## config.mk

```make
export PLATFORM = sky130hd
export DESIGN_NAME = uart_rx_frame_parser_flat
export DESIGN_NICKNAME = d
export VERILOG_FILES = /design/src/rtl/uart_rx_frame_parser_if.sv /design/src/rtl/uart_rx_frame_parser.sv /design/src/flat_wrapper.sv
export SDC_FILE = /design/constraint.sdc
export NUM_CORES = 1
export LEC_CHECK = 0
export CAP_MARGIN = 5
export CORE_MARGIN = 8
export CORE_UTILIZATION = 65
export CTS_CLUSTER_DIAMETER = 200
export DETAILED_ROUTE_END_ITERATION = 6
export HOLD_SLACK_MARGIN = 0.12
export PLACE_DENSITY = 0.85
export SLEW_MARGIN = 20
export SYNTH_ARGS = -nofsm -noshare
export SYNTH_HDL_FRONTEND = slang
export SYNTH_SLANG_ARGS = --single-unit
```

## constraint.sdc

```tcl
create_clock -name i_Clock -period 5.9 [get_ports i_Clock]
set_input_delay 1.18 -clock i_Clock [delete_from_list [all_inputs] [get_ports i_Clock]]
set_output_delay 1.18 -clock i_Clock [all_outputs]
set_load 0.005 [all_outputs]
```

## src/rtl/uart_rx_frame_parser_if.sv

```systemverilog
// Byte-stream bundle between the UART receiver, the frame parser and its consumer.
interface uart_rx_frame_parser_if;
  logic       i_RX_DV;
  logic [7:0] i_RX_Byte;
  logic       o_Data_Valid;
  logic [7:0] o_Data_Byte;
  logic       o_Data_Last;
  logic       i_Data_Ready;
  logic       o_Frame_Good;
  logic       o_Frame_Err;
  logic       o_Overrun;
  logic       o_Busy;

  modport slave (
    input  i_RX_DV, i_RX_Byte, i_Data_Ready,
    output o_Data_Valid, o_Data_Byte, o_Data_Last,
           o_Frame_Good, o_Frame_Err, o_Overrun, o_Busy
  );

  modport master (
    output i_RX_DV, i_RX_Byte, i_Data_Ready,
    input  o_Data_Valid, o_Data_Byte, o_Data_Last,
           o_Frame_Good, o_Frame_Err, o_Overrun, o_Busy
  );
endinterface

```

## src/rtl/uart_rx_frame_parser.sv

```systemverilog
// Sync/length/payload/XOR-checksum frame parser; releases checked payloads on a valid/ready stream.
// Define PARSER_TIMEOUT_EN to abort partial frames after TIMEOUT_CLKS idle clocks.
module uart_rx_frame_parser #(
  parameter logic [7:0] SYNC_BYTE    = 8'hA5,
  parameter int         MAX_LEN      = 16,
  parameter int         TIMEOUT_CLKS = 1000
) (
  input logic                   i_Clock,
  input logic                   i_Rst_n,
  uart_rx_frame_parser_if.slave bus
);
  localparam int         LW        = $clog2(MAX_LEN + 1);
  localparam logic [7:0] MAX_LEN_B = 8'(MAX_LEN);

  typedef enum logic [2:0] {HUNT, GET_LEN, GET_PAYLOAD, GET_CSUM, DRAIN} state_t;

  state_t        state_q, state_d;
  logic [LW-1:0] len_q, wr_idx_q, rd_idx_q;
  logic [7:0]    acc_q;
  logic [7:0]    buf_mem [MAX_LEN];
  logic          good_q, err_q, ovr_q;
  logic          good_d, err_d, ovr_d;
  logic          rx_dv, hs, wr_last, rd_last, len_bad, timeout_hit, data_vld;
  logic [7:0]    rx_byte;

  assign rx_dv   = bus.i_RX_DV;
  assign rx_byte = bus.i_RX_Byte;
  assign data_vld = (state_q == DRAIN);
  assign hs      = data_vld && bus.i_Data_Ready;
  assign wr_last = (wr_idx_q == len_q - LW'(1));
  assign rd_last = (rd_idx_q == len_q - LW'(1));
  assign len_bad = (rx_byte == 8'h00) || (rx_byte > MAX_LEN_B);

`ifdef PARSER_TIMEOUT_EN
  localparam int TW = $clog2(TIMEOUT_CLKS + 1);
  logic [TW-1:0] to_cnt_q;
  logic          in_frame;

  assign in_frame = (state_q == GET_LEN) || (state_q == GET_PAYLOAD) || (state_q == GET_CSUM);
  // An arriving byte beats a timeout landing in the same cycle.
  assign timeout_hit = in_frame && !rx_dv && (to_cnt_q == TW'(TIMEOUT_CLKS - 1));

  always_ff @(posedge i_Clock or negedge i_Rst_n) begin
    if (!i_Rst_n)                  to_cnt_q <= '0;
    else if (rx_dv || !in_frame)   to_cnt_q <= '0;
    else                           to_cnt_q <= to_cnt_q + TW'(1);
  end
`else
  assign timeout_hit = 1'b0;
`endif

  always_comb begin
    state_d = state_q;
    good_d  = 1'b0;
    err_d   = 1'b0;
    ovr_d   = 1'b0;
    case (state_q)
      HUNT: if (rx_dv && rx_byte == SYNC_BYTE) state_d = GET_LEN;
      GET_LEN: begin
        // A repeated sync byte is just a length here, never a resync.
        if (rx_dv) begin
          if (len_bad) begin
            err_d   = 1'b1;
            state_d = HUNT;
          end else begin
            state_d = GET_PAYLOAD;
          end
        end
      end
      GET_PAYLOAD: if (rx_dv && wr_last) state_d = GET_CSUM;
      GET_CSUM: begin
        if (rx_dv) begin
          if (rx_byte == acc_q) begin
            good_d  = 1'b1;
            state_d = DRAIN;
          end else begin
            err_d   = 1'b1;
            state_d = HUNT;
          end
        end
      end
      DRAIN: begin
        ovr_d = rx_dv;
        if (hs && rd_last) state_d = HUNT;
      end
      default: state_d = HUNT;
    endcase
    if (timeout_hit) begin
      err_d   = 1'b1;
      state_d = HUNT;
    end
  end

  always_ff @(posedge i_Clock or negedge i_Rst_n) begin
    if (!i_Rst_n) begin
      state_q  <= HUNT;
      len_q    <= '0;
      wr_idx_q <= '0;
      rd_idx_q <= '0;
      acc_q    <= '0;
      good_q   <= 1'b0;
      err_q    <= 1'b0;
      ovr_q    <= 1'b0;
    end else begin
      state_q <= state_d;
      good_q  <= good_d;
      err_q   <= err_d;
      ovr_q   <= ovr_d;
      case (state_q)
        GET_LEN: if (rx_dv && !len_bad) begin
          len_q    <= rx_byte[LW-1:0];
          acc_q    <= rx_byte;
          wr_idx_q <= '0;
        end
        GET_PAYLOAD: if (rx_dv) begin
          acc_q    <= acc_q ^ rx_byte;
          wr_idx_q <= wr_idx_q + LW'(1);
        end
        GET_CSUM: rd_idx_q <= '0;
        DRAIN:    if (hs) rd_idx_q <= rd_idx_q + LW'(1);
        default: ;
      endcase
    end
  end

  // Payload storage needs no reset; it is only read after being written.
  always_ff @(posedge i_Clock) begin
    if (state_q == GET_PAYLOAD && rx_dv) buf_mem[wr_idx_q] <= rx_byte;
  end

  assign bus.o_Data_Valid = data_vld;
  assign bus.o_Data_Byte  = data_vld ? buf_mem[rd_idx_q] : 8'h00;
  assign bus.o_Data_Last  = data_vld && rd_last;
  assign bus.o_Frame_Good = good_q;
  assign bus.o_Frame_Err  = err_q;
  assign bus.o_Overrun    = ovr_q;
  assign bus.o_Busy       = (state_q != HUNT);
endmodule

```

## src/flat_wrapper.sv

```systemverilog
// flat-port wrapper written by rule: the top's interface ports become plain ports
module uart_rx_frame_parser_flat 
#(
  parameter logic [7:0] SYNC_BYTE    = 8'hA5,
  parameter int         MAX_LEN      = 16,
  parameter int         TIMEOUT_CLKS = 1000
)
  (i_Clock, i_Rst_n, bus_i_RX_DV, bus_i_RX_Byte, bus_i_Data_Ready, bus_o_Data_Valid, bus_o_Data_Byte, bus_o_Data_Last, bus_o_Frame_Good, bus_o_Frame_Err, bus_o_Overrun, bus_o_Busy);
  uart_rx_frame_parser_if bus_i ();
  input logic i_Clock;
  input logic i_Rst_n;
  input wire logic [$bits(bus_i.i_RX_DV)-1:0] bus_i_RX_DV;
  input wire logic [$bits(bus_i.i_RX_Byte)-1:0] bus_i_RX_Byte;
  input wire logic [$bits(bus_i.i_Data_Ready)-1:0] bus_i_Data_Ready;
  output wire logic [$bits(bus_i.o_Data_Valid)-1:0] bus_o_Data_Valid;
  output wire logic [$bits(bus_i.o_Data_Byte)-1:0] bus_o_Data_Byte;
  output wire logic [$bits(bus_i.o_Data_Last)-1:0] bus_o_Data_Last;
  output wire logic [$bits(bus_i.o_Frame_Good)-1:0] bus_o_Frame_Good;
  output wire logic [$bits(bus_i.o_Frame_Err)-1:0] bus_o_Frame_Err;
  output wire logic [$bits(bus_i.o_Overrun)-1:0] bus_o_Overrun;
  output wire logic [$bits(bus_i.o_Busy)-1:0] bus_o_Busy;
  assign bus_i.i_RX_DV = bus_i_RX_DV;
  assign bus_i.i_RX_Byte = bus_i_RX_Byte;
  assign bus_i.i_Data_Ready = bus_i_Data_Ready;
  assign bus_o_Data_Valid = bus_i.o_Data_Valid;
  assign bus_o_Data_Byte = bus_i.o_Data_Byte;
  assign bus_o_Data_Last = bus_i.o_Data_Last;
  assign bus_o_Frame_Good = bus_i.o_Frame_Good;
  assign bus_o_Frame_Err = bus_i.o_Frame_Err;
  assign bus_o_Overrun = bus_i.o_Overrun;
  assign bus_o_Busy = bus_i.o_Busy;
  uart_rx_frame_parser #(.SYNC_BYTE(SYNC_BYTE), .MAX_LEN(MAX_LEN), .TIMEOUT_CLKS(TIMEOUT_CLKS)) u_core (.i_Clock(i_Clock), .i_Rst_n(i_Rst_n), .bus(bus_i));
endmodule
```

# Word-level counts from Yosys, hierarchy flattened

Memory sizes are Yosys's and may differ from the RTL's.
Cells that the tools add are included.

Magnitude comparators: 1
Add/subtract/negate cells: 3
Bitwise logic cells: 1
Equal/unequal tests: 16
Reductions and logical operators: 18
Muxes and demuxes: 28

Operators by type and width:

| operator            | number |
|---|---|
| $mux 8              | 3 |
| $pmux 5 s2          | 2 |
| $mux 3              | 6 |
| $pmux 8 s2          | 1 |
| $mux 5              | 3 |
| $pmux 3 s5          | 1 |
| $add 5x1->5 const B | 2 |
| $eq 5x5->1          | 2 |
| $mux 1              | 10 |
| $eq 8x8->1          | 1 |
| $eq 8x8->1 const B  | 1 |
| $gt 8x5->1 const B  | 1 |
| $logic_not 8->1     | 1 |
| $ne 2x1->1 const B  | 4 |
| $ne 2x2->1 const B  | 4 |
| $xor 8x8->8         | 1 |
| $logic_and 1x1->1   | 7 |
| $eq 3x2->1 const B  | 2 |
| $reduce_and 5->1    | 1 |
| $sub 5x1->5 const B | 1 |
| $reduce_and 2->1    | 2 |
| $reduce_bool 2->1   | 2 |
| $eq 3x1->1 const B  | 1 |
| $eq 3x3->1 const B  | 1 |
| other kinds (7)     | 7 |

Memory bits (writable): 128
Memories kept: 1
Input port bits: 12
Register bits: 29
Word-level logic and storage cells: 76

Memory list:

| name           | depth | width | rd ports | clocked after Yosys merged registers in | write ports | line                       | source |
|---|---|---|---|---|---|---|---|
| u_core.buf_mem | 16    | 8     | 1        | 0                                       | 1           | uart_rx_frame_parser.sv:20 | `logic [7:0] buf_mem [MAX_LEN];` |

# Logic depth before layout (Yosys ltp)

Depth after elaboration: 6
Mapped depth: 7
Gate-level depth less buffers: 7

# Worst setup path before layout

Ideal clock, no wire load.

Path type: in2reg
Start: input bus_i_RX_DV
End: memory u_core.buf_mem[0][0] (enable)
Cell stages on the path: 6
Setup time: 0.383 ns
Arrival: 2.689 ns
Slack: 2.827 ns
Cells stage by stage: nor2b_1 and3_1 clkbuf_1 buf_2 nand2_1 nor3_1

Longest elaborated chain between the ends: 3

RTL lines:

| element                      | line                        | source |
|---|---|---|
| from (decl)                  | flat_wrapper.sv:12          | `input wire logic [$bits(bus_i.i_RX_DV)-1:0] bus_i_RX_DV;` |
| $logic_and 1x1->1            | uart_rx_frame_parser.sv:128 | `if (state_q == GET_PAYLOAD && rx_dv) buf_mem[wr_idx_q] <= rx_byte;` |
| $mux 1                       | uart_rx_frame_parser.sv:128 |  |
| $mux 1 (implied by the code) | uart_rx_frame_parser.sv:128 |  |
| to (decl)                    | uart_rx_frame_parser.sv:20  |  |

No other way between the ends.

# Worst setup path in the final report

Start: register u_core.rd_idx_q[0]
End: output bus_o_Data_Byte[2]

Longest elaborated chain between the ends: 2

RTL lines:

| element                | line                        | source |
|---|---|---|
| from (decl)            | uart_rx_frame_parser.sv:18  | `logic [LW-1:0] len_q, wr_idx_q, rd_idx_q;` |
| from (signal assigned) | uart_rx_frame_parser.sv:120 | `DRAIN: if (hs) rd_idx_q <= rd_idx_q + LW'(1);` |
| $mem_v2 16x8           | --                          |  |
| $mux 8                 | uart_rx_frame_parser.sv:132 | `assign bus.o_Data_Byte = data_vld ? buf_mem[rd_idx_q] : 8'h00;` |
| to (decl)              | flat_wrapper.sv:16          | `output wire logic [$bits(bus_i.o_Data_Byte)-1:0] bus_o_Data_Byte;` |

No other way between the ends.

==> summary.log <==
INFO  synth          synth.yosys.seq_area_share=67.5%
INFO  timing         min_period=4.54ns
INFO  worst_setup_path required_time_at_the_worst_slack_endpoint=4.72ns
INFO  worst_setup_path worstPathMaxFanout=26
INFO  synth          syn_area=6770squm
INFO  timing         timing.max_slew.rel_slack=28.7%
INFO  worst_setup_path worst_setup_path_end=bus_o_Data_Byte[2]
INFO  clocking       cts_made_buffers=17
INFO  timing         fin_crit_sh=77.0%
INFO  clocking       postCtsSetupRepairBufs=0
INFO  layout         final_util=76.0%
INFO  worst_setup_path ff2ff_setup_slack=3.06ns
INFO  worst_hold_path worst_hold_startpoint=u_core.acc_q[6]
INFO  detailed_routing drt_pre_antenna_iters=5
INFO  synth          netlist_instances=409
INFO  floorplan      die_height=118um
INFO  floorplan      design.core.area=10200squm
INFO  pwr            powerDensity=368nW/um^2
INFO  pwr            leakage=0.00261uW
INFO  detailed_routing initialDrtViolationCount=443
INFO  worst_setup_path worst-setup-path-type=reg -> out
INFO  worst_setup_path worstRegToRegCells=4
INFO  detailed_routing vias_per_cell=6.64
INFO  clocking       clock_path_buffers=2
INFO  detailed_routing vias=3898
INFO  synth          synth_async_sr_flop_share=18.5%
INFO  flow_run       max_cap_viol_count=0
INFO  global_route   via_count_of_the_first_global_routing_pass=3916
INFO  layout         drive_above_1_share=15.3%
INFO  worst_hold_path worst_hold_path_type=reg -> reg
INFO  worst_setup_path critical_path.endpoint_type=output pin
INFO  layout         count_of_antenna_diodes_in_the_layout=0
INFO  clocking       clkLatencyLatePin=0.54ns
INFO  global_route   globalRoute.totalOverflow=0
INFO  placement      hpwl=8790um
INFO  placement      final_wtd_congestion=0.866
INFO  timing         hold_violations=0
INFO  global_route   grt_max_degree=34
INFO  detailed_routing antenna_left=0
INFO  floorplan      die_width=118um
INFO  synth          dominantRegCellSynth=sky130_fd_sc_hd__edfxtp_1
INFO  detailed_routing detail_route.drc_violations=0
INFO  synth          synth.ff_latch_count=157
INFO  worst_setup_path crit-reg2reg-capture=u_core.buf_mem[3][0]
INFO  synth          yosys_warns=0
INFO  synth          synthesis.area_per_instance=16.5squm
INFO  clocking       number_of_h_tree_levels=4
INFO  global_route   grt_first_pass_wirelength=23000um
INFO  timing         finalMaxSlewViolations=0
INFO  layout         syn_to_final_growth=14.9%
INFO  floorplan      floorplan.rows=37
INFO  timing         max_slew.worst_pin.slew=1.06ns
INFO  detailed_routing detail_route.wirelength=15100um
INFO  clocking       clock_tree.root_cell=sky130_fd_sc_hd__clkbuf_8
INFO  clocking       postCtsHoldBufs=0
INFO  floorplan      starting_density_of_the_core=66.1%
INFO  layout         layout.nets=456
INFO  timing         report.final.setup_viol=0
INFO  clocking       clock_sink_count=157
INFO  status         run_status=finished clean
INFO  synth          syn_nets=427
INFO  timing         grt_setup_unrepaired=false
INFO  worst_setup_path critical_path_data_arrival_time=3.36ns
INFO  floorplan      pin_count=26
INFO  detailed_routing routedWlPerCell=25.6um
INFO  pwr            vdd_drop_max=0.000272V
INFO  synth          netlist-cell-type-count=43
INFO  timing         tns=0ns
INFO  synth          synth-edff-count=128
INFO  worst_setup_path timing.rr.start=u_core.state_q[2]
INFO  clocking       post_cts_resize_count=0
INFO  worst_setup_path worstSetupStartpoint=u_core.rd_idx_q[0]
INFO  clocking       cts_tree=yes
INFO  timing         maxClockFrequency=220MHz
INFO  timing         clock-skew-final=0.00944ns
INFO  global_route   initial_antenna_violation_count=0
INFO  worst_setup_path cp-start-kind=flop
INFO  global_route   total_routing_resource_utilization_after_global_routing=22.1%
INFO  placement      numPortBuffers=25
INFO  clocking       path_clk_slew=0.06ns
INFO  floorplan      die_outline_area=13900squm
-- logic make-up (layout without fill, tap and decap cells) --
logic type	after synthesis	count (layout)	share of synthesized area (%)
buffers and inverters	31	73	2.24
adders and majority gates	6	6	1.11
xor gates and xnor gates	21	21	2.72
muxes	46	46	13.5
DFF	157	157	67.5
and+or+nand+nor	95	95	7.56
AOI/OAI and AO/OA	53	53	5.36
-- worst min path at each step --
stage | slack [ns] | to | cells after the start
after floorplan | 0.48 | u_core.wr_idx_q[4] | 1
after global placement | 0.50 | u_core.acc_q[7] | 1
after detailed placement | 0.51 | u_core.acc_q[6] | 1
after CTS | 0.52 | u_core.acc_q[6] | 1
after global routing | 0.54 | u_core.acc_q[6] | 1
final | 0.52 | u_core.acc_q[6] | 1
-- per-layer routing --
metal | wire length (um) | part of all wire [%] | track usage (%)
met4 | 297 | 2.0 | 8.57
met2 | 7610 | 51 | 35.9
met3 | 1080 | 7.2 | 5.04
met1 | 6060 | 40 | 28.5
met5 | 0 | 0 | 0
-- cell usage after synthesis (2+ instances only) --
cell type                  count  area share (%)
sky130_fd_sc_hd__edfxtp_1    128              57
sky130_fd_sc_hd__dfrtp_1      29              11
sky130_fd_sc_hd__mux4_2       20             6.7
sky130_fd_sc_hd__nand2_1      19             1.1
sky130_fd_sc_hd__a211oi_1     17             1.9
sky130_fd_sc_hd__nor2_1       16            0.89
sky130_fd_sc_hd__o21ai_0      14             1.0
sky130_fd_sc_hd__xnor2_1      13             1.7
sky130_fd_sc_hd__mux4_1       12             4.7
sky130_fd_sc_hd__clkbuf_1     11            0.61
sky130_fd_sc_hd__nand2b_1     11             1.0
sky130_fd_sc_hd__nor2b_1      10            0.92
sky130_fd_sc_hd__buf_2         9            0.67
sky130_fd_sc_hd__inv_1         9            0.50
sky130_fd_sc_hd__nand3_1       9            0.67
sky130_fd_sc_hd__mux2i_1       8             1.2
sky130_fd_sc_hd__o211ai_1      8            0.89
sky130_fd_sc_hd__xor2_1        8             1.0
sky130_fd_sc_hd__ha_1          6             1.1
sky130_fd_sc_hd__mux2_2        6             1.0
sky130_fd_sc_hd__a21oi_1       5            0.37
sky130_fd_sc_hd__nand4_1       5            0.46
sky130_fd_sc_hd__nor3_1        5            0.37
sky130_fd_sc_hd__and2_1        4            0.37
sky130_fd_sc_hd__or3_1         4            0.37
sky130_fd_sc_hd__nor4_1        3            0.28
sky130_fd_sc_hd__and3b_1       2            0.26
sky130_fd_sc_hd__nand3b_1      2            0.22
sky130_fd_sc_hd__o31ai_1       2            0.22
-- registers in the layout, indices dropped and copies added, names as in the netlist, 3 cells and up --
register / cells
u_core.wr_idx_q: 5
u_core.buf_mem: 128
u_core.rd_idx_q: 5
u_core.len_q: 5
u_core.acc_q: 8
u_core.state_q: 3
-- worst max-delay path, stage by stage, from the launching register on --
cell and delay, ns:
sky130_fd_sc_hd__dfrtp_2 0.86, sky130_fd_sc_hd__buf_4 0.37, sky130_fd_sc_hd__mux4_1 0.63, sky130_fd_sc_hd__a211oi_1 0.33, sky130_fd_sc_hd__a211oi_1 0.12, sky130_fd_sc_hd__clkdlybuf4s50_1 0.50
-- final cells by class --
class,instances,area [sq um]
Clock buffer,19,422
Clock inverter,13,214
Fill cell,544,2460
Inverter,9,33.8
Multi-Input combinational cell,221,2060
Sequential cell,157,4570
Tap cell,136,170
Timing Repair Buffer,32,303
-- placed cells by master (no fill, tap or decap), drive strengths merged, types with 5 or more instances in the layout --
master,Yosys,layout
a211oi,17,17
a21oi,5,5
buf,11,7
bufinv,0,5
clkbuf,11,19
clkdlybuf4s50,0,25
dfrtp,29,29
edfxtp,128,128
ha,6,6
inv,9,11
mux2,6,6
mux2i,8,8
mux4,32,32
nand2,19,19
nand2b,11,11
nand3,9,9
nand4,6,6
nor2,16,16
nor2b,10,10
nor3,5,5
o211ai,8,8
o21ai,14,14
xnor2,13,13
xor2,8,8
-- power by group --
part           switching (uW)  leakage [uW]  internal, uW  total (uW)
clock                     446      0.000303           734        1180
sequential               90.2       0.00153          1270        1360
combinational             172      0.000775           151         322
-- stage by stage --
stage               area [sq um]  setup slack [ns]  cells  hold slack [ns]  total power (uW)
finish                      7770              1.36    587            0.522              2860
global route                7770              1.20    587            0.543              2940
CTS                         7760              1.32    587            0.520              2850
detailed placement          7120              1.79    555            0.506              1680
global placement            7120              1.92    555            0.500              1660
floorplan                   6770              2.83    409            0.477              1570
No activity file was read; power rests on OpenSTA's default activity.
